File: src/rtl/pipe_ctrl_pkg.sv
// Shared definitions for the pipeline sequencer: FSM encoding, NOP word, default width.
package pipe_ctrl_pkg;

  localparam int unsigned XlenDefault = 32;

  // addi x0, x0, 0
  localparam logic [31:0] NopInstr = 32'h0000_0013;

  typedef enum logic [1:0] {
    StRun    = 2'd0,
    StFlush  = 2'd1,
    StMcWait = 2'd2,
    StHalt   = 2'd3
  } state_e;

endpackage

File: src/rtl/pipe_ctrl_hazard_unit.sv
// Load-use hazard detect between the instruction in id and a load sitting in ex.
module hazard_unit (
  input  logic [4:0] id_rs1_addr_i,
  input  logic [4:0] id_rs2_addr_i,
  input  logic       id_rs1_used_i,
  input  logic       id_rs2_used_i,
  input  logic [4:0] ex_rd_addr_i,
  input  logic       ex_is_load_i,
  output logic       lu_o
);

  logic rs1_hit, rs2_hit;

  // x0 is never a real dependency, so a load targeting it never stalls
  always_comb begin
    rs1_hit = id_rs1_used_i && (id_rs1_addr_i == ex_rd_addr_i);
    rs2_hit = id_rs2_used_i && (id_rs2_addr_i == ex_rd_addr_i);
    lu_o    = ex_is_load_i && (ex_rd_addr_i != 5'd0) && (rs1_hit || rs2_hit);
  end

endmodule

File: src/rtl/pipe_ctrl.sv
// Pipeline sequencer: PC redirect, per-stage hold/flush and a saturating stall counter.
module pipe_ctrl
  import pipe_ctrl_pkg::*;
#(
  parameter int unsigned XLEN      = XlenDefault,
  parameter int unsigned FLUSH_CYC = 2,
  parameter int unsigned CNT_W     = 16
) (
  input  logic             clk,
  input  logic             rst,
  input  logic             jump_en_i,
  input  logic [XLEN-1:0]  jump_addr_i,
  input  logic             mc_start_i,
  input  logic             mc_done_i,
  input  logic [4:0]       id_rs1_addr,
  input  logic [4:0]       id_rs2_addr,
  input  logic             id_rs1_used,
  input  logic             id_rs2_used,
  input  logic [4:0]       ex_rd_addr,
  input  logic             ex_is_load,
  input  logic             halt_req_i,
  output logic             pc_load,
  output logic [XLEN-1:0]  pc_load_addr,
  output logic             hold_pc,
  output logic             hold_if_id,
  output logic             hold_id_ex,
  output logic             flush_if_id,
  output logic             flush_id_ex,
  output logic [CNT_W-1:0] stall_cnt
);

  localparam int unsigned FcW = (FLUSH_CYC > 1) ? $clog2(FLUSH_CYC) : 1;
  localparam logic [FcW-1:0] FlushLoad = FcW'(FLUSH_CYC - 1);

  state_e           state_q, state_d;
  logic [FcW-1:0]   fcnt_q, fcnt_d;
  logic [CNT_W-1:0] stall_q, stall_d;
  logic             lu;

  hazard_unit u_hazard (
    .id_rs1_addr_i (id_rs1_addr),
    .id_rs2_addr_i (id_rs2_addr),
    .id_rs1_used_i (id_rs1_used),
    .id_rs2_used_i (id_rs2_used),
    .ex_rd_addr_i  (ex_rd_addr),
    .ex_is_load_i  (ex_is_load),
    .lu_o          (lu)
  );

  // Next state and control outputs; outputs are forced quiet while reset is held
  always_comb begin
    state_d      = state_q;
    fcnt_d       = fcnt_q;
    pc_load      = 1'b0;
    pc_load_addr = '0;
    hold_pc      = 1'b0;
    hold_if_id   = 1'b0;
    hold_id_ex   = 1'b0;
    flush_if_id  = 1'b0;
    flush_id_ex  = 1'b0;

    unique case (state_q)
      StRun: begin
        if (jump_en_i) begin
          pc_load      = 1'b1;
          pc_load_addr = jump_addr_i;
          flush_if_id  = 1'b1;
          flush_id_ex  = 1'b1;
          if (FLUSH_CYC > 1) begin
            state_d = StFlush;
            fcnt_d  = FlushLoad;
          end
        end else if (mc_start_i && !mc_done_i) begin
          hold_pc    = 1'b1;
          hold_if_id = 1'b1;
          hold_id_ex = 1'b1;
          state_d    = StMcWait;
        end else if (mc_start_i && mc_done_i) begin
          // single-cycle op: nothing to do
        end else if (lu) begin
          hold_pc     = 1'b1;
          hold_if_id  = 1'b1;
          flush_id_ex = 1'b1;
        end else if (halt_req_i) begin
          hold_pc    = 1'b1;
          hold_if_id = 1'b1;
          hold_id_ex = 1'b1;
          state_d    = StHalt;
        end
      end
      StFlush: begin
        flush_if_id = 1'b1;
        if (jump_en_i) begin
          // a new redirect restarts the flush window
          pc_load      = 1'b1;
          pc_load_addr = jump_addr_i;
          flush_id_ex  = 1'b1;
          fcnt_d       = FlushLoad;
        end else if (fcnt_q <= FcW'(1)) begin
          state_d = StRun;
          fcnt_d  = '0;
        end else begin
          fcnt_d = fcnt_q - FcW'(1);
        end
      end
      StMcWait: begin
        if (mc_done_i) begin
          state_d = StRun;
        end else begin
          hold_pc    = 1'b1;
          hold_if_id = 1'b1;
          hold_id_ex = 1'b1;
        end
      end
      StHalt: begin
        if (halt_req_i) begin
          hold_pc    = 1'b1;
          hold_if_id = 1'b1;
          hold_id_ex = 1'b1;
        end else begin
          state_d = StRun;
        end
      end
      default: state_d = StRun;
    endcase

    if (!rst) begin
      pc_load      = 1'b0;
      pc_load_addr = '0;
      hold_pc      = 1'b0;
      hold_if_id   = 1'b0;
      hold_id_ex   = 1'b0;
      flush_if_id  = 1'b0;
      flush_id_ex  = 1'b0;
    end
  end

  // Saturating count of held-PC cycles
  always_comb begin
    stall_d = stall_q;
    if (hold_pc && (stall_q != {CNT_W{1'b1}})) begin
      stall_d = stall_q + CNT_W'(1);
    end
  end

  // State, flush counter and stall counter registers
  always_ff @(posedge clk or negedge rst) begin
    if (!rst) begin
      state_q <= StRun;
      fcnt_q  <= '0;
      stall_q <= '0;
    end else begin
      state_q <= state_d;
      fcnt_q  <= fcnt_d;
      stall_q <= stall_d;
    end
  end

  assign stall_cnt = stall_q;

endmodule

File: config.mk
export PLATFORM = sky130hd
export DESIGN_NAME = pipe_ctrl
export DESIGN_NICKNAME = d
export VERILOG_FILES = /design/src/rtl/pipe_ctrl_pkg.sv /design/src/rtl/pipe_ctrl_hazard_unit.sv /design/src/rtl/pipe_ctrl.sv
export SDC_FILE = /design/constraint.sdc
export NUM_CORES = 1
export LEC_CHECK = 0
export ABC_AREA = 1
export CAP_MARGIN = 20
export CORE_ASPECT_RATIO = 1.5
export CORE_MARGIN = 3
export CORE_UTILIZATION = 37
export DETAILED_ROUTE_END_ITERATION = 10
export PLACE_DENSITY = 0.82
export SKIP_CTS_REPAIR_TIMING = 1
export SYNTH_ARGS = -nofsm -noshare
export SYNTH_HDL_FRONTEND = slang
export SYNTH_HIERARCHICAL = 1
export SYNTH_SLANG_ARGS = --single-unit
File: constraint.sdc
create_clock -name clk -period 2.1 [get_ports clk]
set_clock_uncertainty 0.1 [all_clocks]
set_input_delay 0.42 -clock clk [delete_from_list [all_inputs] [get_ports clk]]
set_output_delay 0.42 -clock clk [all_outputs]
set_load 0.03 [all_outputs]
==> impl_results.md <==
- Root buf cell: clkbuf_8
- Register area: between 400 and 500 µm²
- TritonCTS buffer count: 3
- Top delay family on crit path: simple AND/OR/NAND/NOR gates
- Final TNS setup: -0.190 ns
- Leak pwr: around 1.7 nW
- R2R Path End: stall_cnt[0]$_DFFE_PN0P_
- # rows: 29
- Die width: slightly above 60 µm
- Worst VDD drop: between 0.6 and 0.7 mV
- Seq cells post-synth: 18
- Overflow after GRT: 0
- Final worst path period share: 103%
- Fraction of layout cells with a size suffix above 1: 28.4%
- Final worst path period need: ~2.2 ns
- Starting DRT DRC Count: approximately 110
- Syn avg cell area: between 5 and 6 µm²
- Worst stage delay on the critical path: around 0.18 ns
- Fmax: 0.463 GHz
- Compound-Gate Fraction of Synth Area: about 2.7%
- CP max stage cell: a21oi_2
- # IOs: between 100 and 150
- Largest family of logic cells by synthesized area: simple AND/OR/NAND/NOR gates
- Drt drc: 0
- Worst-path clk slew: around 0.07 ns
- Worst Max-Slew Pin Slew: 0.313 ns
- Crit-path max FO: 3
- Max clock buf depth: 2
- First-pass GRT wire length: 7.96 mm
- Post-Syn Instances: 307
- Starting density of the core: roughly two fifths
- # nets final: 489
- Final non-filler cell area: between 0.003 and 0.004 mm²
- NetSw: 0.806 mW
- Synthesized area: between 0.0015 and 0.002 mm²
- Hold Crit Class: in2async
- Data required, critical path: approximately 1.6 ns
- Synth Area in Simple Gates: a little under half
- Int Pwr: between 1 and 1.5 mW
- Fill cells: about 370
- Area after DPL: 0.00287 mm²
- Vias in the first global route: 1,967
- Worst R2R Start: stall_cnt[0]$_DFFE_PN0P_
- Std-Cell Core Area: 0.00435 mm²
- PortBufs: 109
- Count of cell types in the netlist: 25
- Critical path buffers and inverters: 3
- Crit end category: primary output
- Clock share of power: a little over an eighth
- RSZ-0062 raised after global routing: yes
- Failing checks: setup timing
- Final ANT Viol Nets: 0
- Fin worst setup slack: -0.0616 ns
- Multiplexer area fraction after synthesis: 0%
- Area grow syn2layout: 77.7%
- Most common cell after layout, fill and taps aside: nand2_1
- CTS sink count: 18
- Area of the multi-input gates: 0.00105 mm²
- PwrDens: around 600 mW/mm²
- Leading area contributor after synthesis: dfrtp_1
- Sw frac: between 40% and 50%
- Logic pwr share: about three fifths
- Endpoints failing setup: 4
- Synth Area in Adders: 0.733%
- Status: finished, violations left
- Initial DRT Pass Iterations: 4
- Total chip power: between 1.5 and 2 mW
- Synth top area share: a little over a quarter
- Final Hold Viols: 0
- Pins Over Slew Limit: 0
- GRT Overall Usage: a little under a fifth
- Kind of critical path: in2out
- Type of origin of the critical path: primary input
- Seq/Total Area, Yosys: 26.4%
- Reg2reg path depth: 9
- Die Ht: 89.2 µm
- Initial antenna violation count: 1
- Part of the power in registers: 25.8%
- Area contributors post-synth: dfrtp_1, nand2_1, inv_1
- TritonCTS clock tree: done
- Worst rel slew slack: between 70% and 80%
- WL/cell: roughly 12 µm
- CP cell instances: buf_6 > nand2_2 > nand2_2 > nor2_2 > nand3_1 > a21oi_2 > nor2_1 > nand2_1 > nand3_1 > nand2_2 > nand2_4 > clkinvlp_4 > buf_6
- Clock Latency Late Sink: 0.26 ns
- Most frequent CP cell: nand2_2
- H-tree levels: 1
- Non-filler cells, final: 477
- Placed insts: about 470
- Die footprint: approximately 0.0055 mm²
- Largest net degree at the start of global routing: 24
- Syn_nets: roughly 360
- Setup slack, reg-to-reg: 0.35 ns
- Most frequent cells in the layout: nand2_1, inv_1, clkdlybuf4s50_1, buf_4, nor2_1
- Placer Congestion: just under 0.9
- Via density: ~4.7
- DR vias: around 2,300
- Synth warn: 6
- HPWL after DPL: approximately 4.5 mm
- Max Cap Violations: 0
- XOR/XNOR share of the synthesized area: approximately 5.1%
- Total Wirelength: 5.62 mm
- CP arrival: roughly 1.6 ns
- Setup Slack @ Placement: -0.558 ns
worst reg2reg max path, delay by kind of cell (launching register included):
kind	cells	cell delay, ns
buffers and inverters	1	0.16
adders and majority gates	1	0.28
DFF	1	0.42
and+or+nand+nor	7	0.68
per-layer routing:
metal | routed length [µm] | GRT usage (%)
met5 | 0 | 0
met1 | 1990 | 20.0
met4 | 184 | 8.49
met2 | 2960 | 35.7
met3 | 483 | 2.46
power groups by stage:
stage               combinational [mW]  sequential (mW)  clock (mW)
floorplan                        0.554            0.518           0
global placement                  1.05            0.471           0
detailed placement                1.05            0.473           0
CTS                               1.06            0.468       0.244
global route                      1.20            0.481       0.256
finish                            1.11            0.468       0.239
how the worst max path moves through the flow:
stage,from,endpoint,slack (ns),cells after the start
final,ex_rd_addr[0],hold_if_id,-0.06,13
after global routing,ex_rd_addr[1],hold_if_id,-0.21,14
after CTS,ex_rd_addr[4],hold_id_ex,-0.57,13
after detailed placement,ex_rd_addr[4],hold_id_ex,-0.56,13
after global placement,ex_rd_addr[1],hold_id_ex,-0.52,13
after floorplan,jump_en_i,pc_load_addr[13],-0.05,5
Yosys cell counts:
| library cell | count |
|---|---|
| buf_6 | 2 |
| nor3_1 | 2 |
| dfrtp_1 | 18 |
| xnor2_1 | 5 |
| a31o_2 | 1 |
| nand3_2 | 2 |
| nand2_2 | 3 |
| a21oi_1 | 2 |
| o31ai_1 | 1 |
| inv_1 | 65 |
| nor2_2 | 3 |
| o21ai_0 | 4 |
| nand3_1 | 15 |
| inv_2 | 2 |
| nor2_1 | 56 |
| nor2_4 | 1 |
| nand2_1 | 109 |
| nor3_2 | 1 |
| xor2_1 | 5 |
| nand4_1 | 4 |
| nand3b_1 | 1 |
| ha_1 | 1 |
| clkbuf_1 | 1 |
| buf_4 | 1 |
| buf_2 | 2 |
final cells by class:
type | count | area share, %
antenna | 1 | 0.0825
clock buffer | 3 | 1.36
inverter | 67 | 8.82
multi-input combinational | 216 | 34.6
sequential | 18 | 14.8
tap | 46 | 1.90
timing repair buffer | 126 | 38.4
registers in the layout (all words and copies together), names as in the netlist:
name and flops:
stall_cnt 16, state_q 2
stage by stage:
step	hold slack, ns	utilization [%]
after floorplan	0.0244	-
after global placement	0.398	66.0
after detailed placement	0.413	66.0
after CTS	0.428	66.9
after global routing	0.164	69.7
final	0.130	69.7
kinds of logic (layout without fill, tap and decap cells):
| family | Yosys count | after routing |
|---|---|---|
| buffers and inverters | 73 | 196 |
| AO/OA/AOI/OAI | 8 | 8 |
| AND/OR/NAND/NOR | 197 | 197 |
| adder cells (fa/ha/maj) | 1 | 1 |
| other | 0 | 1 |
| XOR/XNOR | 10 | 10 |
| flip-flops | 18 | 18 |
(Power assumes the default switching activity.)
